$ cat config.mk
export PLATFORM = sky130hd
export DESIGN_NAME = ultrasonic_ranger
export DESIGN_NICKNAME = d
export VERILOG_FILES = /design/src/rtl/ultrasonic_ranger_pkg.sv /design/src/rtl/ultrasonic_ranger_echo_sync.sv /design/src/rtl/ultrasonic_ranger.sv
export SDC_FILE = /design/constraint.sdc
export NUM_CORES = 1
export LEC_CHECK = 0
export ABC_AREA = 1
export CORE_ASPECT_RATIO = 0.7
export CORE_MARGIN = 2
export CORE_UTILIZATION = 30
export DETAILED_ROUTE_END_ITERATION = 12
export GPL_TIMING_DRIVEN = 1
export HOLD_SLACK_MARGIN = 0.05
export REMOVE_ABC_BUFFERS = 1
export SLEW_MARGIN = 20
export SYNTH_ARGS = -nofsm -noshare
export SYNTH_HDL_FRONTEND = slang
export SYNTH_SLANG_ARGS = --single-unit
$ cat constraint.sdc
create_clock -name clk -period 5.6 [get_ports clk]
set_clock_uncertainty 0.05 [all_clocks]
set_input_delay 1.12 -clock clk [delete_from_list [all_inputs] [get_ports clk]]
set_output_delay 1.12 -clock clk [all_outputs]
set_load 0.02 [all_outputs]
$ cat src/rtl/ultrasonic_ranger_pkg.sv
// Shared definitions for the ultrasonic ranging front end and its consumers.
package ultrasonic_ranger_pkg;

  // Sample width shared with the downstream distance filter.
  localparam int SAMPLE_W = 19;

  // All internal counters use the sample width; no counter can wrap.
  localparam int CNT_W = SAMPLE_W;

  typedef enum logic [2:0] {
    IDLE      = 3'd0,
    TRIG      = 3'd1,
    WAIT_RISE = 3'd2,
    MEASURE   = 3'd3,
    DONE      = 3'd4,
    FAULT     = 3'd5,
    HOLDOFF   = 3'd6
  } state_t;

  // Increment that sticks at the given limit instead of passing it.
  function automatic logic [CNT_W-1:0] sat_inc(input logic [CNT_W-1:0] value,
                                               input logic [CNT_W-1:0] limit);
    logic [CNT_W-1:0] result;
    if (value < limit) begin
      result = value + CNT_W'(1);
    end else begin
      result = limit;
    end
    return result;
  endfunction

endpackage

$ cat src/rtl/ultrasonic_ranger_echo_sync.sv
// Two-flop synchronizer for an asynchronous sensor input with edge detection.
// rise/fall are single-cycle pulses derived from the synchronized level.
module ultrasonic_ranger_echo_sync (
  input  logic clk,
  input  logic rst_n,
  input  logic async_in,
  output logic rise,
  output logic fall
);

  logic meta_r;
  logic sync_r;
  logic sync_d_r;

  // Synchronizer chain plus one delayed copy for edge detection.
  always_ff @(posedge clk or negedge rst_n) begin
    if (!rst_n) begin
      meta_r   <= 1'b0;
      sync_r   <= 1'b0;
      sync_d_r <= 1'b0;
    end else begin
      meta_r   <= async_in;
      sync_r   <= meta_r;
      sync_d_r <= sync_r;
    end
  end

  assign rise = sync_r & ~sync_d_r;
  assign fall = ~sync_r & sync_d_r;

endmodule

$ cat src/rtl/ultrasonic_ranger.sv
// HC-SR04-class ultrasonic ranger: issues trigger pulses, times the echo in
// measurement ticks and presents each width as a strobed sample. Lost echoes
// and over-long echoes are reported as a one-cycle timeout pulse.
module ultrasonic_ranger
  import ultrasonic_ranger_pkg::*;
#(
  parameter int TICK_DIV      = 50,
  parameter int TRIG_TICKS    = 10,
  parameter int TIMEOUT_TICKS = 30000,
  parameter int PERIOD_TICKS  = 60000,
  parameter int STROBE_CYC    = 4
) (
  input  logic                clk,
  input  logic                rst_n,
  input  logic                run,
  input  logic                start,
  input  logic                echo,
  output logic                trig,
  output logic [SAMPLE_W-1:0] data_out,
  output logic                data_en,
  output logic                timeout_err,
  output logic                busy
);

  localparam logic [CNT_W-1:0] DIV_LAST     = CNT_W'(TICK_DIV - 1);
  localparam logic [CNT_W-1:0] TRIG_LAST    = CNT_W'(TRIG_TICKS - 1);
  localparam logic [CNT_W-1:0] TIMEOUT_LAST = CNT_W'(TIMEOUT_TICKS - 1);
  localparam logic [CNT_W-1:0] PERIOD_LIM   = CNT_W'(PERIOD_TICKS);
  localparam logic [CNT_W-1:0] PERIOD_PRE   = CNT_W'(PERIOD_TICKS - 1);
  localparam logic [CNT_W-1:0] STROBE_LAST  = CNT_W'(STROBE_CYC - 1);

  state_t             state_r;
  state_t             state_next_s;
  logic               state_chg_s;
  logic               echo_rise_s;
  logic               echo_fall_s;

  logic [CNT_W-1:0]   tick_cnt_r;
  logic               tick_s;
  logic [CNT_W-1:0]   step_cnt_r;
  logic [CNT_W-1:0]   width_cnt_r;
  logic [CNT_W-1:0]   width_upd_s;
  logic [CNT_W-1:0]   strobe_cnt_r;
  logic [CNT_W-1:0]   pdiv_cnt_r;
  logic [CNT_W-1:0]   period_cnt_r;
  logic               period_tick_s;
  logic               period_done_s;

  logic               trig_r;
  logic [SAMPLE_W-1:0] data_out_r;
  logic               data_en_r;
  logic               timeout_err_r;
  logic               busy_r;

  ultrasonic_ranger_echo_sync u_echo_sync (
    .clk      (clk),
    .rst_n    (rst_n),
    .async_in (echo),
    .rise     (echo_rise_s),
    .fall     (echo_fall_s)
  );

  assign state_chg_s   = (state_next_s != state_r);
  assign tick_s        = (tick_cnt_r == DIV_LAST);
  assign period_tick_s = (pdiv_cnt_r == DIV_LAST);
  // The period completes on the tick that would bring the count to the limit,
  // so trigger-to-trigger spacing is exactly PERIOD_TICKS * TICK_DIV cycles.
  assign period_done_s = (period_cnt_r >= PERIOD_LIM) ||
                         (period_tick_s && (period_cnt_r == PERIOD_PRE));

  // Width value after this cycle's tick; the tick coinciding with the echo
  // fall still counts, and the value saturates one below the timeout.
  always_comb begin
    width_upd_s = width_cnt_r;
    if ((state_r == MEASURE) && tick_s) begin
      width_upd_s = sat_inc(width_cnt_r, TIMEOUT_LAST);
    end else begin
      width_upd_s = width_cnt_r;
    end
  end

  // State register.
  always_ff @(posedge clk or negedge rst_n) begin
    if (!rst_n) begin
      state_r <= IDLE;
    end else begin
      state_r <= state_next_s;
    end
  end

  // Next-state logic; echo events take priority over timeout ticks.
  always_comb begin
    state_next_s = state_r;
    case (state_r)
      IDLE: begin
        if (start || run) begin
          state_next_s = TRIG;
        end else begin
          state_next_s = IDLE;
        end
      end
      TRIG: begin
        if (tick_s && (step_cnt_r == TRIG_LAST)) begin
          state_next_s = WAIT_RISE;
        end else begin
          state_next_s = TRIG;
        end
      end
      WAIT_RISE: begin
        if (echo_rise_s) begin
          state_next_s = MEASURE;
        end else if (tick_s && (step_cnt_r == TIMEOUT_LAST)) begin
          state_next_s = FAULT;
        end else begin
          state_next_s = WAIT_RISE;
        end
      end
      MEASURE: begin
        if (echo_fall_s) begin
          state_next_s = DONE;
        end else if (tick_s && (width_cnt_r == TIMEOUT_LAST)) begin
          state_next_s = FAULT;
        end else begin
          state_next_s = MEASURE;
        end
      end
      DONE: begin
        if (strobe_cnt_r == STROBE_LAST) begin
          state_next_s = HOLDOFF;
        end else begin
          state_next_s = DONE;
        end
      end
      FAULT: begin
        state_next_s = HOLDOFF;
      end
      HOLDOFF: begin
        if (period_done_s) begin
          if (run) begin
            state_next_s = TRIG;
          end else begin
            state_next_s = IDLE;
          end
        end else begin
          state_next_s = HOLDOFF;
        end
      end
      default: begin
        state_next_s = IDLE;
      end
    endcase
  end

  // Tick prescaler, realigned on every state entry.
  always_ff @(posedge clk or negedge rst_n) begin
    if (!rst_n) begin
      tick_cnt_r <= '0;
    end else if (state_chg_s || tick_s) begin
      tick_cnt_r <= '0;
    end else begin
      tick_cnt_r <= tick_cnt_r + CNT_W'(1);
    end
  end

  // Tick counter for the trigger pulse and the wait for echo rise.
  always_ff @(posedge clk or negedge rst_n) begin
    if (!rst_n) begin
      step_cnt_r <= '0;
    end else if (state_chg_s) begin
      step_cnt_r <= '0;
    end else if (tick_s && ((state_r == TRIG) || (state_r == WAIT_RISE))) begin
      step_cnt_r <= sat_inc(step_cnt_r, TIMEOUT_LAST);
    end else begin
      step_cnt_r <= step_cnt_r;
    end
  end

  // Echo width counter, cleared on MEASURE entry and held afterwards.
  always_ff @(posedge clk or negedge rst_n) begin
    if (!rst_n) begin
      width_cnt_r <= '0;
    end else if ((state_next_s == MEASURE) && (state_r != MEASURE)) begin
      width_cnt_r <= '0;
    end else begin
      width_cnt_r <= width_upd_s;
    end
  end

  // Cycle counter for the strobe phase in DONE.
  always_ff @(posedge clk or negedge rst_n) begin
    if (!rst_n) begin
      strobe_cnt_r <= '0;
    end else if (state_chg_s) begin
      strobe_cnt_r <= '0;
    end else if (state_r == DONE) begin
      strobe_cnt_r <= strobe_cnt_r + CNT_W'(1);
    end else begin
      strobe_cnt_r <= strobe_cnt_r;
    end
  end

  // Period timer with its own prescaler, restarted at every trigger.
  always_ff @(posedge clk or negedge rst_n) begin
    if (!rst_n) begin
      pdiv_cnt_r   <= '0;
      period_cnt_r <= '0;
    end else if ((state_next_s == TRIG) && (state_r != TRIG)) begin
      pdiv_cnt_r   <= '0;
      period_cnt_r <= '0;
    end else if (period_tick_s) begin
      pdiv_cnt_r   <= '0;
      period_cnt_r <= sat_inc(period_cnt_r, PERIOD_LIM);
    end else begin
      pdiv_cnt_r   <= pdiv_cnt_r + CNT_W'(1);
      period_cnt_r <= period_cnt_r;
    end
  end

  // Registered outputs; data_out updates on DONE entry, a cycle before data_en.
  always_ff @(posedge clk or negedge rst_n) begin
    if (!rst_n) begin
      trig_r        <= 1'b0;
      busy_r        <= 1'b0;
      timeout_err_r <= 1'b0;
      data_en_r     <= 1'b0;
      data_out_r    <= '0;
    end else begin
      trig_r        <= (state_next_s == TRIG);
      busy_r        <= (state_next_s != IDLE);
      timeout_err_r <= (state_next_s == FAULT);
      data_en_r     <= (state_r == DONE);
      if ((state_r == MEASURE) && (state_next_s == DONE)) begin
        data_out_r <= width_upd_s;
      end else begin
        data_out_r <= data_out_r;
      end
    end
  end

  assign trig        = trig_r;
  assign busy        = busy_r;
  assign timeout_err = timeout_err_r;
  assign data_en     = data_en_r;
  assign data_out    = data_out_r;

endmodule

-- Word level (Yosys, flattened, before mapping)
Cells that the tools add are included.
W data, S select, Z words.
- register bits: 143
- bits of input ports: 5
- word-level logic and storage cells: 91
- add/sub/neg operators: 6
- order comparisons: 4
- equality and inequality tests: 20
- mux-type cells: 24
- bitwise operators: 4
- reductions and logical operators: 18
- operators with widths (kind ; count):
    $mux W19 ; 14
    $add A19 B1 Y19 const B ; 6
    $eq A19 B15 Y1 const B ; 2
    $eq A19 B6 Y1 const B ; 2
    $lt A19 B15 Y1 const B ; 2
    $pmux W3 S7 ; 1
    $eq A19 B16 Y1 const B ; 1
    $eq A19 B2 Y1 const B ; 1
    $eq A19 B4 Y1 const B ; 1
    $ge A19 B16 Y1 const B ; 1
    $lt A19 B16 Y1 const B ; 1
    $eq A3 B3 Y1 const B ; 5
    $mux W3 ; 5
    $eq A3 B2 Y1 const B ; 3
    $logic_and A1 B1 Y1 ; 9
    $eq A3 B1 Y1 const B ; 2
    $reduce_bool A2 Y1 ; 3
    $logic_or A1 B1 Y1 ; 4
    $mux W2 ; 2
    $logic_not A3 Y1 ; 1
    $ne A3 B1 Y1 const B ; 1
    $ne A3 B2 Y1 const B ; 1
    $ne A3 B3 Y1 ; 1
    $reduce_bool A3 Y1 ; 1
    other kinds (3) ; 6

-- Logic depth before layout (Yosys ltp)
Gate-level depths: netlist of run 1.
- depth in word-level cells: 8
- mapped depth: 17
- depth with buffers taken out: 15

-- Hierarchy
From an unflattened synthesis of run 1, not the netlist that was laid out.
- cell total of the unflattened synthesis: 1105
- area, all modules: 8232.9 um2
- modules (own cells, without submodules) (module ; times used ; cells each ; area each (um2)):
    ultrasonic_ranger ; 1 ; 1098 ; 8142.8
    ultrasonic_ranger_echo_sync ; 1 ; 7 ; 90.1

-- Worst setup path before layout of run 1
Ideal clock, no wire load.
- kind: input -> register
- start point: input port run
- end point: register data_out_r[10] (netlist: data_out[10])
- arrival time: 2.172 ns
- data required time: 5.421 ns
- setup slack: 3.248 ns
- stages on the path: 10
- path buffers: 2
- cell sequence: o211ai_1 nand2_1 a21oi_2 nand3_2 inv_2 nand3b_2 buf_6 buf_6 nand2_1 o21ai_2
- cells in the longest elaborated chain, start to end: 5
- elaborated cells on any way between the ends: 7
- ends and longest elaborated chain (what ; line ; RTL):
    start: declaration ; ultrasonic_ranger.sv:15 ; input logic run,
    $mux W1 or $logic_or A1 B1 Y1 (tied branches) ; ultrasonic_ranger.sv:139, ultrasonic_ranger.sv:96 ;
    $mux W3 or $mux W1 (tied branches) ; ultrasonic_ranger.sv:138, ultrasonic_ranger.sv:96 ;
    $pmux W3 S7 (*) ; ultrasonic_ranger.sv:94 ; case (state_r)
    named net state_next_s[0] ; ultrasonic_ranger.sv:33 ; state_t state_next_s;
    $eq A3 B3 Y1 (*) ; ultrasonic_ranger.sv:232 ; if ((state_r == MEASURE) && (state_next_s == DONE)) begin
    $logic_and A1 B1 Y1 (*) ; ultrasonic_ranger.sv:232 ;
    end signal: assignment ; ultrasonic_ranger.sv:233 ; data_out_r <= width_upd_s;
    end signal: assignment ; ultrasonic_ranger.sv:235 ; data_out_r <= data_out_r;
    end: declaration ; ultrasonic_ranger.sv:50 ; logic [SAMPLE_W-1:0] data_out_r;
Mark *: on every way through the listed nets, which the timed path passes. The rest lies on a longest branch.
A chain may end at the register's enable or synchronous reset.

-- Worst setup path in the final report of run 1
- start point: register width_cnt_r[0]
- end point: register data_out_r[0] (netlist: data_out[0])
- cells in the longest elaborated chain, start to end: 7
- elaborated cells on any way between the ends: 11
- ends and longest elaborated chain (what ; line ; RTL):
    start: declaration ; ultrasonic_ranger.sv:41 ; logic [CNT_W-1:0] width_cnt_r;
    start signal: assignment ; ultrasonic_ranger.sv:185 ; width_cnt_r <= width_upd_s;
    $eq A19 B15 Y1 ; ultrasonic_ranger.sv:121 ; end else if (tick_s && (width_cnt_r == TIMEOUT_LAST)) begin
    $logic_and A1 B1 Y1 ; ultrasonic_ranger.sv:121 ;
    $mux W3 ; ultrasonic_ranger.sv:121 ;
    $mux W3 ; ultrasonic_ranger.sv:119 ; if (echo_fall_s) begin
    $pmux W3 S7 ; ultrasonic_ranger.sv:94 ;
    named net state_next_s[1] ; ultrasonic_ranger.sv:33 ;
    $eq A3 B3 Y1 ; ultrasonic_ranger.sv:232 ;
    $logic_and A1 B1 Y1 ; ultrasonic_ranger.sv:232 ;
The timed path passes the listed nets, and every way through them passes these cells.

==> metrics.txt, run 1 <==
# TYPE chip_impl_metric gauge
chip_impl_info{name="result_of_the_run",value="finished clean"} 1
chip_impl_metric{name="synth.cell_area",unit="mm^2"} 0.00822
chip_impl_metric{name="cellPowerDensity",unit="mW/mm^2"} 236
chip_impl_metric{name="post-route-period-util",unit=""} 0.537
chip_impl_metric{name="power.total",unit="mW"} 2.23
chip_impl_info{name="worst_setup_path_startpoint",value="width_cnt_r[0]"} 1
chip_impl_metric{name="fp.dieArea",unit="mm^2"} 0.0287
chip_impl_metric{name="port_buffers",unit=""} 27
chip_impl_metric{name="setup_violators_final",unit=""} 0
chip_impl_info{name="root_buffer",value="sky130_fd_sc_hd__clkbuf_16"} 1
chip_impl_metric{name="first_global_vias",unit=""} 6229
chip_impl_metric{name="grt_first_pass_wirelength",unit="mm"} 30.8
chip_impl_metric{name="synth_sequential_area_ratio",unit=""} 0.436
chip_impl_metric{name="synth-async-reset-ratio",unit=""} 1.00
chip_impl_metric{name="ir_drop",unit="mV"} 0.141
chip_impl_metric{name="hold_viol_final",unit=""} 0
chip_impl_metric{name="tns",unit="ns"} 0
chip_impl_metric{name="area_delta_synth_final",unit="%"} 14.7
chip_impl_info{name="crit_path_frequent_cell",value="sky130_fd_sc_hd__nand2_1"} 1
chip_impl_info{name="timing.rr.start",value="width_cnt_r[0]"} 1
chip_impl_metric{name="cts_repair_resize_count",unit=""} 0
chip_impl_info{name="synth_flop_cell",value="sky130_fd_sc_hd__dfrtp_1"} 1
chip_impl_info{name="path_cells",value="ha_1 > nand2_1 > nor2_2 > nand3_1 > nor2_1 > nand2_1 > nand2_1 > nand3_2 > nor2_4 > nand2_4 > inv_4 > nand3b_2 > o21ai_0"} 1
chip_impl_metric{name="die_w",unit="um"} 202
chip_impl_metric{name="remaining_drc_errors",unit=""} 0
chip_impl_metric{name="synth_seq_cells",unit=""} 143
chip_impl_metric{name="synthesis.area_per_instance",unit="um^2"} 7.57
chip_impl_metric{name="distinct_cells_synth",unit=""} 40
chip_impl_metric{name="first_pass_iters",unit=""} 5
chip_impl_info{name="cpMaxStageDelayCell",value="sky130_fd_sc_hd__nand3b_2"} 1
chip_impl_info{name="cts_tree",value="yes"} 1
chip_impl_metric{name="antenna_found_initial",unit=""} 0
chip_impl_metric{name="post-cts-setup-buffers",unit=""} 0
chip_impl_metric{name="detail_route.vias_per_cell",unit=""} 4.44
chip_impl_metric{name="gpl.final_weighted_congestion",unit=""} 0.900
chip_impl_metric{name="worstPathArrival",unit="ns"} 3.29
chip_impl_info{name="category_of_the_critical_setup_timing_path",value="reg -> reg"} 1
chip_impl_metric{name="net_count_of_the_finished_layout",unit=""} 1130
chip_impl_metric{name="fmax_achieved",unit="MHz"} 333
chip_impl_metric{name="cts_buffers",unit=""} 17
chip_impl_metric{name="drtIter0Drc",unit=""} 429
chip_impl_metric{name="drt-wirelength-per-cell",unit="um"} 11.9
chip_impl_metric{name="timing.slew.headroom",unit=""} 0.440
chip_impl_metric{name="synth.yosys.warnings",unit=""} 0
chip_impl_metric{name="placed_cell_area",unit="mm^2"} 0.00883
chip_impl_info{name="grt_setup_unrepaired",value="no"} 1
chip_impl_metric{name="cts.htree.levels",unit=""} 4
chip_impl_metric{name="power.internal",unit="mW"} 1.76
chip_impl_metric{name="syn_inst",unit=""} 1085
chip_impl_metric{name="worst_setup_hold_path_clk_slew",unit="ns"} 0.06
chip_impl_metric{name="post_route_cells_drive_above_1_share",unit=""} 0.0833
chip_impl_metric{name="die_h",unit="um"} 142
chip_impl_metric{name="coreArea",unit="mm^2"} 0.0268
chip_impl_info{name="hold_path.class",value="reg -> reg"} 1
chip_impl_metric{name="routed-via-count",unit=""} 6627
chip_impl_metric{name="finalCriticalPeriod",unit="ns"} 3.01
chip_impl_metric{name="static-leakage-power",unit="nW"} 4.61
chip_impl_info{name="min-delay-start",value="u_echo_sync.sync_r"} 1
chip_impl_metric{name="global_route.usage.total",unit=""} 0.132
chip_impl_info{name="end_kind",value="flip-flop"} 1
chip_impl_metric{name="pin_count_of_the_biggest_net_entering_global_routing",unit=""} 68
chip_impl_metric{name="globalRoute.totalOverflow",unit=""} 0
chip_impl_metric{name="timing.critical_path.fanout_max",unit=""} 38
chip_impl_metric{name="postRouteAntennaNets",unit=""} 0
chip_impl_metric{name="worst-endpoint-required",unit="ns"} 5.88
chip_impl_metric{name="power_frac_clock",unit=""} 0.524
chip_impl_metric{name="cts_buffer_depth",unit=""} 2
chip_impl_metric{name="cts.sink_count",unit=""} 143
chip_impl_metric{name="floorplan.initialDensity",unit=""} 0.306
chip_impl_metric{name="netSwitchingFraction",unit=""} 0.210
chip_impl_metric{name="critical-path-max-stage-delay",unit="ns"} 0.59
chip_impl_metric{name="wl",unit="mm"} 17.8
chip_impl_metric{name="final_area",unit="mm^2"} 0.00943
chip_impl_metric{name="measured_slew_at_the_worst_slew_check_pin",unit="ns"} 0.837
chip_impl_metric{name="cts_hold_repair.buffers",unit=""} 0
chip_impl_metric{name="drv_cap",unit=""} 0
chip_impl_metric{name="count_of_flip_flops_with_a_built_in_enable_after_synthesis",unit=""} 0
chip_impl_metric{name="n_antenna_cell",unit=""} 0
chip_impl_metric{name="rows",unit=""} 50
chip_impl_metric{name="slew_violations",unit=""} 0
chip_impl_metric{name="floorplan.io_pins",unit=""} 28
chip_impl_metric{name="seq_power_share",unit=""} 0.465
chip_impl_metric{name="clock_insertion_delay_worst_skew",unit="ns"} 0.44
chip_impl_metric{name="p_comb_frac",unit=""} 0.011
chip_impl_info{name="start_kind",value="flip-flop"} 1
chip_impl_metric{name="detailedPlacementHpwl",unit="mm"} 12.6
chip_impl_metric{name="power.net_switching",unit="mW"} 0.466
[registers in the layout, indices dropped and copies added, names as in the netlist]
signal                cells
trig                      1
u_echo_sync.sync_r        1
pdiv_cnt_r               19
tick_cnt_r               19
timeout_err               1
data_out                 19
strobe_cnt_r             19
step_cnt_r               19
state_r                   3
period_cnt_r             19
u_echo_sync.meta_r        1
data_en                   1
width_cnt_r              19
u_echo_sync.sync_d_r      1
busy                      1
[critical path: cells and delay by family, from the launching register on]
kind / cells / cell delay [ns]
adders and majority gates: 1 / 0.27
and+or+nand+nor: 10 / 1.62
AOI/OAI and AO/OA: 1 / 0.40
buffers and inverters: 1 / 0.09
DFF: 1 / 0.45
[cells in the final DEF, fill, tap and decap left out, drive strengths merged, types with 2 or more instances in the layout]
cell type      instances
xnor2                 11
a21oi                 16
clkinv                 4
xor2                  58
dfrtp                143
clkinvlp               3
or2                    8
o211ai                 3
nand3b                 4
buf                    4
nand2                236
clkdlybuf4s50         26
clkbuf                22
o21ai                 60
nor4                  11
nand4                 31
ha                    10
nor3                  35
inv                  185
and2                   2
nand3                 69
o31ai                  3
nor2                 177
bufinv                 3
[cells by family (layout without fill, tap and decap cells)]
kind of cell / after synthesis / count (layout) / share of synthesized area
adder cells (fa/ha/maj): 10 / 10 / 0.0152
AND/OR/NAND/NOR: 575 / 575 / 0.315
AO/OA/AOI/OAI: 84 / 84 / 0.0588
buffers and inverters: 204 / 247 / 0.102
XOR/XNOR: 69 / 69 / 0.0736
flip-flops: 143 / 143 / 0.436
[Yosys cell counts, types with 2 or more instances]
cell | number | area share
sky130_fd_sc_hd__nand2_2 | 8 | 0.0061
sky130_fd_sc_hd__and2_1 | 2 | 0.0015
sky130_fd_sc_hd__nand3_2 | 5 | 0.0061
sky130_fd_sc_hd__clkbuf_1 | 5 | 0.0023
sky130_fd_sc_hd__o21ai_0 | 49 | 0.030
sky130_fd_sc_hd__nor2_2 | 15 | 0.011
sky130_fd_sc_hd__nor2_4 | 3 | 0.0041
sky130_fd_sc_hd__xor2_1 | 58 | 0.062
sky130_fd_sc_hd__ha_1 | 10 | 0.015
sky130_fd_sc_hd__inv_1 | 177 | 0.081
sky130_fd_sc_hd__nor2_1 | 159 | 0.073
sky130_fd_sc_hd__nor4_1 | 11 | 0.0084
sky130_fd_sc_hd__dfrtp_1 | 143 | 0.44
sky130_fd_sc_hd__o21ai_2 | 10 | 0.011
sky130_fd_sc_hd__o211ai_1 | 3 | 0.0027
sky130_fd_sc_hd__xnor2_1 | 11 | 0.012
sky130_fd_sc_hd__buf_2 | 6 | 0.0037
sky130_fd_sc_hd__nand3_1 | 64 | 0.039
sky130_fd_sc_hd__buf_6 | 8 | 0.011
sky130_fd_sc_hd__o31ai_1 | 3 | 0.0027
sky130_fd_sc_hd__nor3_1 | 34 | 0.021
sky130_fd_sc_hd__or2_2 | 6 | 0.0046
sky130_fd_sc_hd__a21oi_1 | 15 | 0.0091
sky130_fd_sc_hd__inv_2 | 7 | 0.0032
sky130_fd_sc_hd__nand4_1 | 29 | 0.022
sky130_fd_sc_hd__or2_0 | 2 | 0.0015
sky130_fd_sc_hd__nand2_1 | 227 | 0.10
sky130_fd_sc_hd__nand3b_1 | 3 | 0.0027
[final timing paths]
check                                       end  slack (ns)  cells after the start
max                                 data_out[0]        2.59                     13
min                        u_echo_sync.sync_d_r        0.33                      0
max reg2reg                         data_out[0]        2.59                     13
min reg2reg                u_echo_sync.sync_d_r        0.33                      0
max in group asynchronous      strobe_cnt_r[16]        3.96                      2
min in group asynchronous      period_cnt_r[12]        0.46                      1
[metal layers]
layer | GRT usage | wire length (um)
met5 | 0 | 0
met4 | 0.0457 | 251
met3 | 0.0286 | 659
met2 | 0.190 | 7320
met1 | 0.194 | 9590
[power groups by stage]
| stage | Clock, mW | Sequential, mW | Combinational, mW |
|---|---|---|---|
| detailed placement | 0 | 1.05 | 0.0269 |
| CTS | 1.20 | 1.04 | 0.0270 |
| global route | 1.24 | 1.03 | 0.0295 |
| global placement | 0 | 1.05 | 0.0270 |
| finish | 1.17 | 1.04 | 0.0247 |
| floorplan | 0 | 1.05 | 0.00114 |
[through the flow]
stage          cells  hold slack, ns   util  setup WS (ns)
2_1_floorplan   1066           0.281      -           2.97
3_3_place_gp    1460           0.316  0.329           2.23
3_5_place_dp    1460           0.321  0.329           2.18
4_1_cts         1492           0.337  0.351           2.59
5_1_grt         1492           0.350  0.351           2.29
6_report        1492           0.331  0.351           2.59
[layout make-up]
| type | instances | area (um^2) |
|---|---|---|
| clock buffer | 22 | 464 |
| clock inverter | 10 | 136 |
| fill | 2815 | 17400 |
| inverter | 185 | 697 |
| multi-input combinational | 738 | 3800 |
| sequential | 143 | 3580 |
| tap | 364 | 455 |
| timing repair buffer | 30 | 294 |
Power figures use the tool's default switching activity.
==> run 2: changes to the inputs <==
- clock period: 5.6 -> 2.4 ns (I/O delays scaled with it)
==> run 2 against run 1 <==
Maximum frequency rose by 31%. Routed wire length is 8.0% higher. Utilization grew 2.7 points. Clock power increased by 140%. Flip-flop and latch count did not move. Non-clock buffer count rose by 54. Register-to-register slack got worse by 2.5 ns. Critical path depth grew 2. Largest power group unchanged.
==> metrics.txt, run 2 (same netlist as run 1, synthesis figures left out) <==
# TYPE chip_impl_metric gauge
chip_impl_metric{name="worst-endpoint-required",unit="ns"} 2.66
chip_impl_metric{name="antenna_found_initial",unit=""} 0
chip_impl_metric{name="slew_violations",unit=""} 0
chip_impl_metric{name="net_count_of_the_finished_layout",unit=""} 1184
chip_impl_info{name="category_of_the_critical_setup_timing_path",value="reg -> reg"} 1
chip_impl_metric{name="p_comb_frac",unit=""} 0.013
chip_impl_metric{name="worstPathArrival",unit="ns"} 2.56
chip_impl_metric{name="drtIter0Drc",unit=""} 409
chip_impl_metric{name="gr-usage-met3",unit=""} 0.0337
chip_impl_metric{name="gpl.final_weighted_congestion",unit=""} 0.929
chip_impl_metric{name="drt-wirelength-per-cell",unit="um"} 12.5
chip_impl_metric{name="pin_count_of_the_biggest_net_entering_global_routing",unit=""} 49
chip_impl_metric{name="global_route.usage.total",unit=""} 0.137
chip_impl_metric{name="fill_cells",unit=""} 2759
chip_impl_metric{name="static-leakage-power",unit="nW"} 4.98
chip_impl_metric{name="area_delta_synth_final",unit="%"} 23.6
chip_impl_info{name="final_common_cell",value="sky130_fd_sc_hd__nand2_1"} 1
chip_impl_metric{name="cts.htree.levels",unit=""} 4
chip_impl_metric{name="detail_route.vias_per_cell",unit=""} 4.47
chip_impl_metric{name="n_antenna_cell",unit=""} 0
chip_impl_metric{name="cts.sink_count",unit=""} 143
chip_impl_info{name="cts_tree",value="yes"} 1
chip_impl_metric{name="worst_setup_hold_path_clk_slew",unit="ns"} 0.06
chip_impl_metric{name="first_pass_iters",unit=""} 5
chip_impl_metric{name="die_w",unit="um"} 202
chip_impl_metric{name="setup_violators_final",unit=""} 0
chip_impl_metric{name="power.internal",unit="mW"} 4.18
chip_impl_metric{name="first_global_vias",unit=""} 6354
chip_impl_metric{name="clock_insertion_delay_worst_skew",unit="ns"} 0.44
chip_impl_metric{name="floorplan.io_pins",unit=""} 28
chip_impl_metric{name="timing.slew.headroom",unit=""} 0.701
chip_impl_info{name="result_of_the_run",value="finished clean"} 1
chip_impl_metric{name="timing.critical_path.fanout_max",unit=""} 7
chip_impl_metric{name="rows",unit=""} 50
chip_impl_metric{name="cts_buffers",unit=""} 17
chip_impl_metric{name="finalCriticalPeriod",unit="ns"} 2.30
chip_impl_metric{name="netSwitchingFraction",unit=""} 0.202
chip_impl_info{name="start_kind",value="flip-flop"} 1
chip_impl_metric{name="routed-via-count",unit=""} 6915
chip_impl_info{name="hold_path.class",value="reg -> reg"} 1
chip_impl_metric{name="fp.dieArea",unit="mm^2"} 0.0287
chip_impl_metric{name="fmax_achieved",unit="MHz"} 435
chip_impl_metric{name="cts_buffer_depth",unit=""} 2
chip_impl_metric{name="coreArea",unit="mm^2"} 0.0268
chip_impl_metric{name="postRouteAntennaNets",unit=""} 0
chip_impl_metric{name="cellPowerDensity",unit="mW/mm^2"} 516
chip_impl_metric{name="die_h",unit="um"} 142
chip_impl_metric{name="post-route-period-util",unit=""} 0.958
chip_impl_metric{name="detailedPlacementHpwl",unit="mm"} 13.3
chip_impl_metric{name="post_route_cells_drive_above_1_share",unit=""} 0.157
chip_impl_metric{name="grt_first_pass_wirelength",unit="mm"} 31.9
chip_impl_info{name="final_cell_mix",value="sky130_fd_sc_hd__nand2_1, sky130_fd_sc_hd__inv_1, sky130_fd_sc_hd__nor2_1"} 1
chip_impl_metric{name="seq_power_share",unit=""} 0.461
chip_impl_metric{name="floorplan.initialDensity",unit=""} 0.306
chip_impl_metric{name="power.net_switching",unit="mW"} 1.06
chip_impl_metric{name="global_route.usage.met1",unit=""} 0.216
chip_impl_metric{name="globalRoute.totalOverflow",unit=""} 0
chip_impl_metric{name="placed_cells_incl_taps",unit=""} 1496
chip_impl_metric{name="dpl_worst_slack",unit="ns"} 0.0400
chip_impl_metric{name="wl",unit="mm"} 19.3
chip_impl_info{name="busiest_layer_in_global_routing",value="met1"} 1
chip_impl_metric{name="power_frac_clock",unit=""} 0.526
chip_impl_metric{name="timing.final.ws_setup",unit="ns"} 0.100
chip_impl_metric{name="ir_drop",unit="mV"} 0.441
chip_impl_metric{name="hold_viol_final",unit=""} 0
chip_impl_info{name="root_buffer",value="sky130_fd_sc_hd__clkbuf_16"} 1
chip_impl_metric{name="remaining_drc_errors",unit=""} 0
chip_impl_metric{name="final-instance-count-excl-fill",unit=""} 1546
chip_impl_metric{name="drv_cap",unit=""} 0
chip_impl_info{name="end_kind",value="flip-flop"} 1
chip_impl_metric{name="port_buffers",unit=""} 27
chip_impl_metric{name="measured_slew_at_the_worst_slew_check_pin",unit="ns"} 0.445
chip_impl_metric{name="groute.layer.met2.usage",unit=""} 0.178
[run 2: cell types whose count changed in the layout (fill, tap and decap cells not counted), sizes merged]
cell         change
clkinv           +3
clkinvlp         -2
buf             +50
bufinv           +1
clkbuf           +1
dlygate4sd3      +1
[run 2: final timing paths]
check                                   startpoint                 end  slack, ns  cells after the start
worst max-delay path                width_cnt_r[0]         data_out[1]       0.10                     15
worst min-delay path            u_echo_sync.meta_r  u_echo_sync.sync_r       0.30                      0
worst max register to register      width_cnt_r[0]         data_out[1]       0.10                     15
worst min register to register  u_echo_sync.meta_r  u_echo_sync.sync_r       0.30                      0
max in group asynchronous                    rst_n      step_cnt_r[10]       1.15                      3
min in group asynchronous                    rst_n        data_out[10]       0.49                      2
[run 2: final cells by class]
class                   instances  area [um^2]  share of cell area
flip-flops and latches        143         3580               0.353
repair buffers                 84          857              0.0844
well taps                     364          455              0.0448
clock buffers                  20          447              0.0440
inverters                     185          702              0.0691
multi-input cells             738         3950               0.389
clock inverters                12          166              0.0164
[run 2: layer usage]
layer | vias to the layer above | wire [um]
met5 | - | 0
met4 | 0 | 259
met3 | 20 | 909
met2 | 128 | 7430
met1 | 3213 | 10700
li1 | 3554 | -
[run 2: worst max-delay path, cell delays in order, from the launching register on]
cell                        delay, ns
sky130_fd_sc_hd__dfrtp_1         0.36
sky130_fd_sc_hd__ha_2            0.23
sky130_fd_sc_hd__nand2_1         0.08
sky130_fd_sc_hd__nor2_2          0.14
sky130_fd_sc_hd__nand3_1         0.11
sky130_fd_sc_hd__nor2_2          0.16
sky130_fd_sc_hd__nand2_2         0.08
sky130_fd_sc_hd__nand2_2         0.06
sky130_fd_sc_hd__nand3_2         0.08
sky130_fd_sc_hd__nor2_4          0.14
sky130_fd_sc_hd__nand2_4         0.09
sky130_fd_sc_hd__inv_6           0.08
sky130_fd_sc_hd__nand3b_4        0.19
sky130_fd_sc_hd__clkbuf_16       0.22
sky130_fd_sc_hd__nand2_1         0.05
sky130_fd_sc_hd__o21ai_0         0.07
[run 2: metrics by stage]
step                hold slack [ns]  setup TNS [ns]  cell area, um^2  power [mW]  utilization
floorplan                     0.134          -0.986             8080        2.46            -
global placement              0.286               0             9170        2.53        0.342
detailed placement            0.285               0             9170        2.53        0.342
CTS                           0.299               0             9790        5.32        0.365
global route                  0.306          -0.128            10200        5.44        0.378
finish                        0.297               0            10200        5.24        0.378
[run 2: power groups by stage]
stage	Combinational [mW]	Sequential (mW)	Clock [mW]
CTS	0.0733	2.42	2.84
floorplan	0.00265	2.46	0
global placement	0.0717	2.46	0
detailed placement	0.0712	2.46	0
finish	0.0681	2.42	2.76
global route	0.0807	2.41	2.94
[run 2: what timing repair did]
item,4_1_cts,5_1_grt
buffers inserted,0,11
endpoints found under the setup margin,0,122
hold buffers,1,0
resized for setup,0,54
hold endpoints to repair,40,0
==> run 3: changes to the inputs <==
- TNS_END_PERCENT: not set -> 1
==> run 3 against run 2 <==
Sequential power is essentially flat. Critical path depth unchanged. Via count decreased by 2.5%. Die area is the same. Clock power about the same. First-iteration DRC count is 15% higher. Critical endpoint is now pdiv_cnt_r[6]. Highest routed layer unchanged.
==> metrics.txt, run 3 (same netlist as run 1, synthesis figures left out) <==
# TYPE chip_impl_metric gauge
chip_impl_info{name="result_of_the_run",value="finished clean"} 1
chip_impl_metric{name="antenna_found_initial",unit=""} 0
chip_impl_metric{name="multi_input_area",unit="mm^2"} 0.00385
chip_impl_metric{name="wl",unit="mm"} 18.2
chip_impl_metric{name="tns",unit="ns"} 0
chip_impl_metric{name="worstPathArrival",unit="ns"} 2.52
chip_impl_metric{name="die_w",unit="um"} 202
chip_impl_metric{name="post-route-period-util",unit=""} 0.933
chip_impl_metric{name="dpl_worst_slack",unit="ns"} 0.0400
chip_impl_info{name="grt_setup_unrepaired",value="yes"} 1
chip_impl_info{name="final_cell_mix",value="sky130_fd_sc_hd__nand2_1, sky130_fd_sc_hd__inv_1, sky130_fd_sc_hd__nor2_1"} 1
chip_impl_metric{name="remaining_drc_errors",unit=""} 0
chip_impl_metric{name="drtIter0Drc",unit=""} 470
chip_impl_metric{name="area_delta_synth_final",unit="%"} 20.2
chip_impl_metric{name="timing.final.ws_setup",unit="ns"} 0.161
chip_impl_metric{name="finalCriticalPeriod",unit="ns"} 2.24
chip_impl_info{name="end_kind",value="flip-flop"} 1
chip_impl_metric{name="power.total",unit="mW"} 5.24
chip_impl_metric{name="floorplan.initialDensity",unit=""} 0.306
chip_impl_metric{name="worst_setup_hold_path_clk_slew",unit="ns"} 0.06
chip_impl_metric{name="fp.dieArea",unit="mm^2"} 0.0287
chip_impl_info{name="start_kind",value="flip-flop"} 1
chip_impl_metric{name="worst-endpoint-required",unit="ns"} 2.68
chip_impl_metric{name="fill_cells",unit=""} 2788
chip_impl_metric{name="pin_count_of_the_biggest_net_entering_global_routing",unit=""} 49
chip_impl_metric{name="fin_hold_ws",unit="ns"} 0.297
chip_impl_metric{name="hold_path_depth",unit=""} 0
chip_impl_info{name="final_common_cell",value="sky130_fd_sc_hd__nand2_1"} 1
chip_impl_metric{name="timing.critical_path.fanout_max",unit=""} 38
chip_impl_metric{name="net_count_of_the_finished_layout",unit=""} 1170
chip_impl_info{name="cts_tree",value="yes"} 1
chip_impl_info{name="hold_path.class",value="reg -> reg"} 1
chip_impl_metric{name="global_route.usage.total",unit=""} 0.137
chip_impl_metric{name="hold_viol_final",unit=""} 0
chip_impl_metric{name="detail_route.vias_per_cell",unit=""} 4.40
chip_impl_metric{name="ff_latch_area",unit="mm^2"} 0.00358
chip_impl_info{name="category_of_the_critical_setup_timing_path",value="reg -> reg"} 1
chip_impl_metric{name="postRouteAntennaNets",unit=""} 0
chip_impl_metric{name="fmax_achieved",unit="MHz"} 447
chip_impl_metric{name="first_global_vias",unit=""} 6354
chip_impl_metric{name="coreArea",unit="mm^2"} 0.0268
chip_impl_metric{name="cts_buffer_depth",unit=""} 2
chip_impl_metric{name="floorplan.io_pins",unit=""} 28
chip_impl_metric{name="first_pass_iters",unit=""} 5
chip_impl_metric{name="globalRoute.totalOverflow",unit=""} 0
chip_impl_metric{name="clock_insertion_delay_worst_skew",unit="ns"} 0.44
chip_impl_metric{name="n_antenna_cell",unit=""} 0
chip_impl_metric{name="drt-wirelength-per-cell",unit="um"} 11.9
chip_impl_metric{name="measured_slew_at_the_worst_slew_check_pin",unit="ns"} 0.441
chip_impl_metric{name="worstRegToRegCells",unit=""} 15
chip_impl_metric{name="drv_cap",unit=""} 0
chip_impl_metric{name="post_route_cells_drive_above_1_share",unit=""} 0.128
chip_impl_metric{name="die_h",unit="um"} 142
chip_impl_metric{name="port_buffers",unit=""} 27
chip_impl_metric{name="cellPowerDensity",unit="mW/mm^2"} 531
chip_impl_info{name="root_buffer",value="sky130_fd_sc_hd__clkbuf_16"} 1
chip_impl_metric{name="detailedPlacementHpwl",unit="mm"} 13.3
chip_impl_metric{name="rows",unit=""} 50
chip_impl_metric{name="static-leakage-power",unit="nW"} 4.86
chip_impl_metric{name="cts.htree.levels",unit=""} 4
chip_impl_metric{name="cts.sink_count",unit=""} 143
chip_impl_metric{name="grt_first_pass_wirelength",unit="mm"} 31.9
chip_impl_metric{name="setup_violators_final",unit=""} 0
chip_impl_metric{name="routed-via-count",unit=""} 6740
chip_impl_metric{name="timing.slew.headroom",unit=""} 0.703
chip_impl_metric{name="ir_drop",unit="mV"} 0.447
chip_impl_metric{name="gpl.final_weighted_congestion",unit=""} 0.929
chip_impl_metric{name="cts_buffers",unit=""} 17
chip_impl_metric{name="slew_violations",unit=""} 0
## run 3: cell count changes in the layout (fill, tap and decap cells not counted), sizes merged
| cell | change |
|---|---|
| clkbuf | -3 |
| buf | -11 |
## run 3: what timing repair did
item                                    CTS  global route
endpoints found under the setup margin    0           122
hold buffers                              1             0
hold endpoints to repair                 40             0
resized for setup                         0            18
setup buffers                             0             3
## run 3: final timing paths
check	from	end	slack, ns
max in group asynchronous	rst_n	step_cnt_r[15]	1.17
worst max-delay path	width_cnt_r[0]	pdiv_cnt_r[6]	0.16
worst max register to register	width_cnt_r[0]	pdiv_cnt_r[6]	0.16
min in group asynchronous	rst_n	data_out[10]	0.49
worst min register to register	u_echo_sync.meta_r	u_echo_sync.sync_r	0.30
worst min-delay path	u_echo_sync.meta_r	u_echo_sync.sync_r	0.30
## run 3: area by class of cell
| cell class | instances | area share |
|---|---|---|
| timing repair buffer | 70 | 0.0693 |
| inverter | 185 | 0.0706 |
| tap | 364 | 0.0461 |
| sequential | 143 | 0.362 |
| multi-input combinational | 738 | 0.390 |
| clock buffer | 20 | 0.0452 |
| clock inverter | 12 | 0.0168 |
## run 3: layer usage
metal | track usage | vias up | routed length [um]
met1 | 0.216 | 3090 | 10100
met4 | 0.0418 | 0 | 201
met2 | 0.178 | 114 | 7030
li1 | - | 3520 | -
met5 | 0 | - | 0
met3 | 0.0337 | 16 | 902
## run 3: metrics by stage
stage	utilization	instance area (um^2)	instances
2_1_floorplan	-	8080	1066
3_3_place_gp	0.342	9170	1496
3_5_place_dp	0.342	9170	1496
4_1_cts	0.365	9790	1529
5_1_grt	0.368	9880	1532
6_report	0.368	9880	1532
## run 3: critical path, stage by stage (launching register included)
cell and delay [ns]:
sky130_fd_sc_hd__dfrtp_1 0.35, sky130_fd_sc_hd__ha_2 0.23, sky130_fd_sc_hd__nand2_1 0.08, sky130_fd_sc_hd__nor2_2 0.12, sky130_fd_sc_hd__nand3_1 0.09, sky130_fd_sc_hd__nor2_1 0.18
sky130_fd_sc_hd__nand2_1 0.09, sky130_fd_sc_hd__nand2_1 0.08, sky130_fd_sc_hd__nand3_2 0.08, sky130_fd_sc_hd__nor2_4 0.13, sky130_fd_sc_hd__nand2_4 0.08, sky130_fd_sc_hd__inv_4 0.09
sky130_fd_sc_hd__nand4_2 0.12, sky130_fd_sc_hd__buf_12 0.21, sky130_fd_sc_hd__nand2_1 0.08, sky130_fd_sc_hd__inv_1 0.04
## run 3: report_power, final
part | internal (mW) | leakage (nW) | switching, mW | total [mW]
sequential | 2.41 | 1.95 | 0.00115 | 2.42
combinational | 0.0157 | 2.61 | 0.0523 | 0.0679
clock | 1.75 | 0.303 | 1.00 | 2.76
==> edit 1: new RTL, settings of run 3 <==
Put one more register stage on the output `data_en`, cleared by the reset. The value now appears one clock later. The other outputs are not delayed to match. Comments in the files are not updated.
--- a/src/rtl/ultrasonic_ranger.sv
+++ b/src/rtl/ultrasonic_ranger.sv
@@ -240,7 +240,13 @@
   assign trig        = trig_r;
   assign busy        = busy_r;
   assign timeout_err = timeout_err_r;
-  assign data_en     = data_en_r;
+  always_ff @(posedge clk or negedge rst_n) begin
+    if (!rst_n) begin
+      data_en <= '0;
+    end else begin
+      data_en <= data_en_r;
+    end
+  end
   assign data_out    = data_out_r;
 
 endmodule
Formal check against the unedited RTL: no difference found for any inputs over 10 cycles, from zero or initial values and one cycle with rst_n low; that may be too few to reach the edited logic, so the function may still have changed.
==> edit 1 against run 3 <==
  * Sequential cell count is 1 higher
  * Cell area is 0.20% lower
  * Critical path depth is 1 higher
  * Worst setup slack better by 0.011 ns
  * Synthesized area is 0.30% higher
  * Clock power is 5% lower
  * Critical endpoint is now pdiv_cnt_r[13]
  * Power is 2.6% lower
  * Via count is 1.2% higher
  * Combinational power is 1% lower
  * Routed wire length is 2.3% higher
  * Die area is 0.30% higher
  * Largest power group unchanged
  * Count of clock-buffer cells in the layout is 3 lower
==> edit 1: results (changes against run 3) <==
synthesis:
  synthMuxAreaShare: 0  # unchanged
  ys_seq_area_frac: 0.437  # was 0.436
  synth_xor_area_frac: 0.0733  # was 0.0736
  ys_warn_count: 0  # unchanged
  ys.flop_type: "dfrtp_1"  # unchanged
  synthArstFlopShare: 1.00  # unchanged
  synth-compound-area-share: 0.0586  # was 0.0588
  synth_commonest_cells: "227 x nand2_1, 177 x inv_1, 159 x nor2_1"  # unchanged
  synth_top_cells_by_area: "dfrtp_1 44%, nand2_1 10%, inv_1 8.1%, nor2_1 7.2%, xor2_1 6.2%"  # was dfrtp_1 44%, nand2_1 10%, inv_1 8.1%, nor2_1 7.3%, xor2_1 6.2%
  synthAdderAreaFrac: 0.0152  # about the same
  synth.distinct_cells: 40  # unchanged
critical_path:
  reg2reg_depth: 16  # was 15
  cp_max_fo: 38  # unchanged
  cpPeakStageDelay_ns: 0.40  # was 0.35 ns
  cpLargestDelayFamily: "simple AND/OR/NAND/NOR gates"  # unchanged
  crit_arrival_ns: 2.52  # about the same
worst_hold_path:
  min_path_cells: 0  # unchanged
  hp-class: "flop to flop"  # unchanged
clock_tree:
  cts_root_buf: "clkbuf_16"  # unchanged
  clock_latency_ns: 0.44  # about the same
  clk_path_buf_depth: 2  # unchanged
  cts-htree-levels: 4  # unchanged
  path_clk_slew_ns: 0.07
  numCtsBuffers: 17  # unchanged
global_routing:
  grt_pass1_wl_um: 31700  # was 31900 um
  use_met1: 0.209  # was 0.216
  grt_use_met3: 0.0308  # was 0.0337
  grt_usage: 0.138  # was 0.137
  grt_use_met2: 0.186  # was 0.178
  grt_pass1_vias: 6361  # was 6354
  grt_max_degree: 58  # was 49
  antenna_found_initial: 0  # unchanged
placement:
  placement.cell_area_sq_mm: 0.00919  # was 0.00917 sq mm
  gp_congestion: 0.935  # was 0.929
  hpwlAfterDp_um: 13600  # was 13300 um
  numPortBuffers: 27  # unchanged
routing:
  vias_per_cell: 4.45  # was 4.40
  first_iter_violations: 575  # was 470
  first_pass_iters: 5  # unchanged
  wire_per_inst_um: 12.2  # was 11.9 um
power:
  irDropWorstVdd_v: 0.000452  # was 0.000447 V
  p_leak_uw: 0.00485  # was 0.00486 uW
finish:
  layout-drive-gt1-share: 0.128  # about the same
  num_antenna_cells: 0  # unchanged
  nNetsFinal: 1171  # was 1170
  fillCellCount: 2772  # was 2788
outcome:
  status: "completed"  # unchanged
sta:
  maxSlewHeadroom: 0.648  # was 0.703
[edit 1: cell count changes after synthesis]
cell	delta
dfrtp_1	+1
[edit 1: logic make-up (layout without fill, tap and decap cells)]
| kind of cell | Yosys count | count (layout) |
|---|---|---|
| adders and majority gates | 10 | 10 |
| and+or+nand+nor | 575 | 575 |
| DFF | 144 | 144 |
| AOI/OAI and AO/OA | 84 | 84 |
| xor gates and xnor gates | 69 | 69 |
| buffers and inverters | 204 | 287 |
[edit 1: worst reg2reg max path, stage by stage, from the launching register on]
cell	delay, ns
dfrtp_1	0.40
inv_1	0.06
ha_1	0.16
nand2_1	0.07
nor2_2	0.11
nand2_1	0.09
nor2_4	0.14
nand2_1	0.09
nand2_1	0.07
nand3_2	0.08
nor2_4	0.14
nand2_4	0.08
inv_4	0.09
nand4_2	0.11
buf_12	0.20
nand2_1	0.13
inv_1	0.04
[edit 1: power by group]
part | switching [uW] | leakage, uW | total [uW] | internal, uW
sequential | 1.68 | 0.00196 | 2430 | 2430
combinational | 52.4 | 0.00261 | 66.9 | 14.5
clock | 1150 | 0.000282 | 2610 | 1460
total | 1200 | 0.00485 | 5100 | 3900
[edit 1: final cells by class]
cell class / instances / area, sq um / share of cell area
Clock buffer: 17 / 425 / 0.0432
Clock inverter: 15 / 150 / 0.0152
Inverter: 185 / 697 / 0.0707
Multi-Input combinational cell: 738 / 3850 / 0.391
Sequential cell: 144 / 3600 / 0.366
Tap cell: 364 / 455 / 0.0462
Timing Repair Buffer: 70 / 672 / 0.0682
[edit 1: what timing repair did]
item                                   4_1_cts  5_1_grt
hold buffers                                 1        0
setup endpoints to repair                    2      133
endpoints found under the hold margin       53        0
resized for setup                            1       15
pin swaps                                    0        3
buffers inserted                             0        2
[edit 1: worst paths after layout]
| kind | start | to | slack [ns] |
|---|---|---|---|
| worst max-delay path | tick_cnt_r[1] | pdiv_cnt_r[13] | 0.17 |
| worst min-delay path | data_en_r | data_en | 0.30 |
| worst max register to register | tick_cnt_r[1] | pdiv_cnt_r[13] | 0.17 |
| worst min register to register | data_en_r | data_en | 0.30 |
| max in group asynchronous | rst_n | width_cnt_r[0] | 1.09 |
| min in group asynchronous | rst_n | pdiv_cnt_r[18] | 0.53 |
[edit 1: through the flow]
step | cells | worst slack (ns) | TNS, ns
3_5_place_dp | 1498 | 0.0318 | 0
6_report | 1533 | 0.173 | 0
2_1_floorplan | 1067 | -0.0546 | -0.986
3_3_place_gp | 1498 | 0.100 | 0
5_1_grt | 1533 | -0.0271 | -0.165
4_1_cts | 1531 | 0.0237 | 0
[edit 1: layer usage]
layer / vias up / part of all wire
met5: - / 0
li1: 3531 / -
met3: 18 / 0.044
met2: 118 / 0.40
met1: 3154 / 0.54
met4: 0 / 0.016
==> edit 2: new RTL, flow settings as in run 3 <==
Made on the original files. Change the parameter `TIMEOUT_TICKS` from 30000 to 15000.
--- a/src/rtl/ultrasonic_ranger.sv
+++ b/src/rtl/ultrasonic_ranger.sv
@@ -6,7 +6,7 @@
 #(
   parameter int TICK_DIV      = 50,
   parameter int TRIG_TICKS    = 10,
-  parameter int TIMEOUT_TICKS = 30000,
+  parameter int TIMEOUT_TICKS = 15000,
   parameter int PERIOD_TICKS  = 60000,
   parameter int STROBE_CYC    = 4
 ) (
Function: no difference found for any inputs over 10 cycles, from zero or initial values and one cycle with rst_n low; that may be too few to reach the edited logic, so the function may still have changed.
==> edit 2 against run 3 <==
  * Synthesized area is 0.61% higher
  * Count of clock-buffer cells in the layout down 1
  * Routed wire length rose by 4.5%
  * Power increased by 3.7%
  * Cell area is 1.8% higher
  * Combinational power decreased by 2%
  * Sequential cell count unchanged
  * Synthesized cell count increased by 3.1%
  * Worst setup slack lost 0.084 ns
  * Final cell count up 2.1%
==> edit 2: results (changes against run 3) <==
placement:
  hpwlAfterDp_um: 13300  # about the same
  gp_congestion: 0.892  # was 0.929
  numPortBuffers: 27  # unchanged
  placement.cell_area_sq_mm: 0.00917  # about the same
  pre_cts_ws_ns: 0.00991  # was 0.0400 ns
  place_inst: 1520  # was 1496
global_routing:
  grt_max_degree: 52  # was 49
  antenna_found_initial: 0  # unchanged
  grt_pass1_wl_um: 32000  # was 31900 um
  grt_usage: 0.137  # about the same
  grt_pass1_vias: 6570  # was 6354
routing:
  vias_per_cell: 4.45  # was 4.40
  wire_per_inst_um: 12.2  # was 11.9 um
  first_pass_iters: 5  # unchanged
  drc: 0  # unchanged
  first_iter_violations: 293  # was 470
clock_tree:
  clk_path_buf_depth: 2  # unchanged
  path_clk_slew_ns: 0.06  # about the same
  cts_root_buf: "clkbuf_16"  # unchanged
  cts-htree-levels: 4  # unchanged
  numCtsBuffers: 17  # unchanged
  clock_latency_ns: 0.43
critical_path:
  reg2reg_from: "width_cnt_r[0]"  # unchanged
  cpLargestDelayFamily: "simple AND/OR/NAND/NOR gates"  # unchanged
  setup.worst_path.end: "data_out[14]"  # was pdiv_cnt_r[6]
  cpMaxStageDelayCell: "dfrtp_1"  # unchanged
  r2r_slack_ns: 0.08  # was 0.16 ns
  cp_max_fo: 19  # was 38
  reg2reg_depth: 16  # was 15
  crit_arrival_ns: 2.59  # was 2.52 ns
  cpPeakStageDelay_ns: 0.40  # was 0.35 ns
  crit_type: "flop to flop"  # unchanged
synthesis:
  synthArstFlopShare: 1.00  # unchanged
  synth.avg_cell_area_sq_um: 7.39  # was 7.57 sq um
  ys_seq_area_frac: 0.433  # was 0.436
  synth.distinct_cells: 44  # was 40
  synth_top_cells_by_area: "dfrtp_1 43%, nand2_1 12%, inv_1 7.5%, nor2_1 7.3%, xor2_1 5.4%"  # was dfrtp_1 44%, nand2_1 10%, inv_1 8.1%, nor2_1 7.3%, xor2_1 6.2%
  ys_warn_count: 0  # unchanged
  synth_commonest_cells: "255 x nand2_1, 165 x inv_1, 161 x nor2_1"  # was 227 x nand2_1, 177 x inv_1, 159 x nor2_1
power:
  seq-power_uw: 2410
  seqPwrFrac: 0.444  # was 0.461
  swShare: 0.208  # was 0.202
  p_leak_uw: 0.00493  # was 0.00486 uW
  irDropWorstVdd_v: 0.000464  # was 0.000447 V
  p_comb_frac: 0.012
worst_hold_path:
  hp-class: "flop to flop"  # unchanged
  hold_path.startpoint: "u_echo_sync.sync_r"  # was u_echo_sync.meta_r
finish:
  fin_cells: 1564  # was 1532
  layout-drive-gt1-share: 0.145  # was 0.128
  nNetsFinal: 1202  # was 1170
  fillCellCount: 2795  # was 2788
  num_antenna_cells: 0  # unchanged
sta:
  maxSlewViolCount: 0  # unchanged
  tightestPinTransition_ns: 0.492  # was 0.441 ns
outcome:
  status: "completed"  # unchanged
edit 2: worst min path at each step:
| stage | end | slack [ns] | depth (start not counted) |
|---|---|---|---|
| floorplan | busy | 0.13 | 0 |
| global placement | u_echo_sync.sync_d_r | 0.32 | 0 |
| detailed placement | u_echo_sync.sync_d_r | 0.33 | 0 |
| CTS | u_echo_sync.sync_d_r | 0.34 | 0 |
| global route | u_echo_sync.sync_d_r | 0.36 | 0 |
| finish | u_echo_sync.sync_d_r | 0.33 | 0 |
edit 2: repair_timing:
| action | in CTS | in global routing |
|---|---|---|
| endpoints found under the setup margin | 0 | 117 |
| setup buffers | 0 | 9 |
| resized for setup | 0 | 32 |
| hold endpoints to repair | 49 | 0 |
| hold buffers | 1 | 0 |
edit 2: logic make-up after synthesis:
group / after synthesis / synth area share
AOI/OAI and AO/OA: 84 / 0.0545
xor gates and xnor gates: 58 / 0.0615
adders and majority gates: 10 / 0.0151
buffers and inverters: 218 / 0.107
DFF: 143 / 0.433
and+or+nand+nor: 606 / 0.329
edit 2: per-layer routing:
| layer | part of all wire | vias to the layer above | global-route usage |
|---|---|---|---|
| met5 | 0 | - | 0 |
| met4 | 0.010 | 0 | 0.0392 |
| met3 | 0.033 | 18 | 0.0326 |
| met2 | 0.41 | 100 | 0.198 |
| met1 | 0.55 | 3235 | 0.202 |
| li1 | - | 3613 | - |
edit 2: cell type report:
cell class,instances,area (sq um),area share
clock buffers,19,443,0.0441
clock inverters,13,211,0.0210
inverters,195,739,0.0736
multi-input cells,758,3890,0.387
flip-flops and latches,143,3580,0.356
well taps,364,455,0.0453
repair buffers,72,738,0.0734
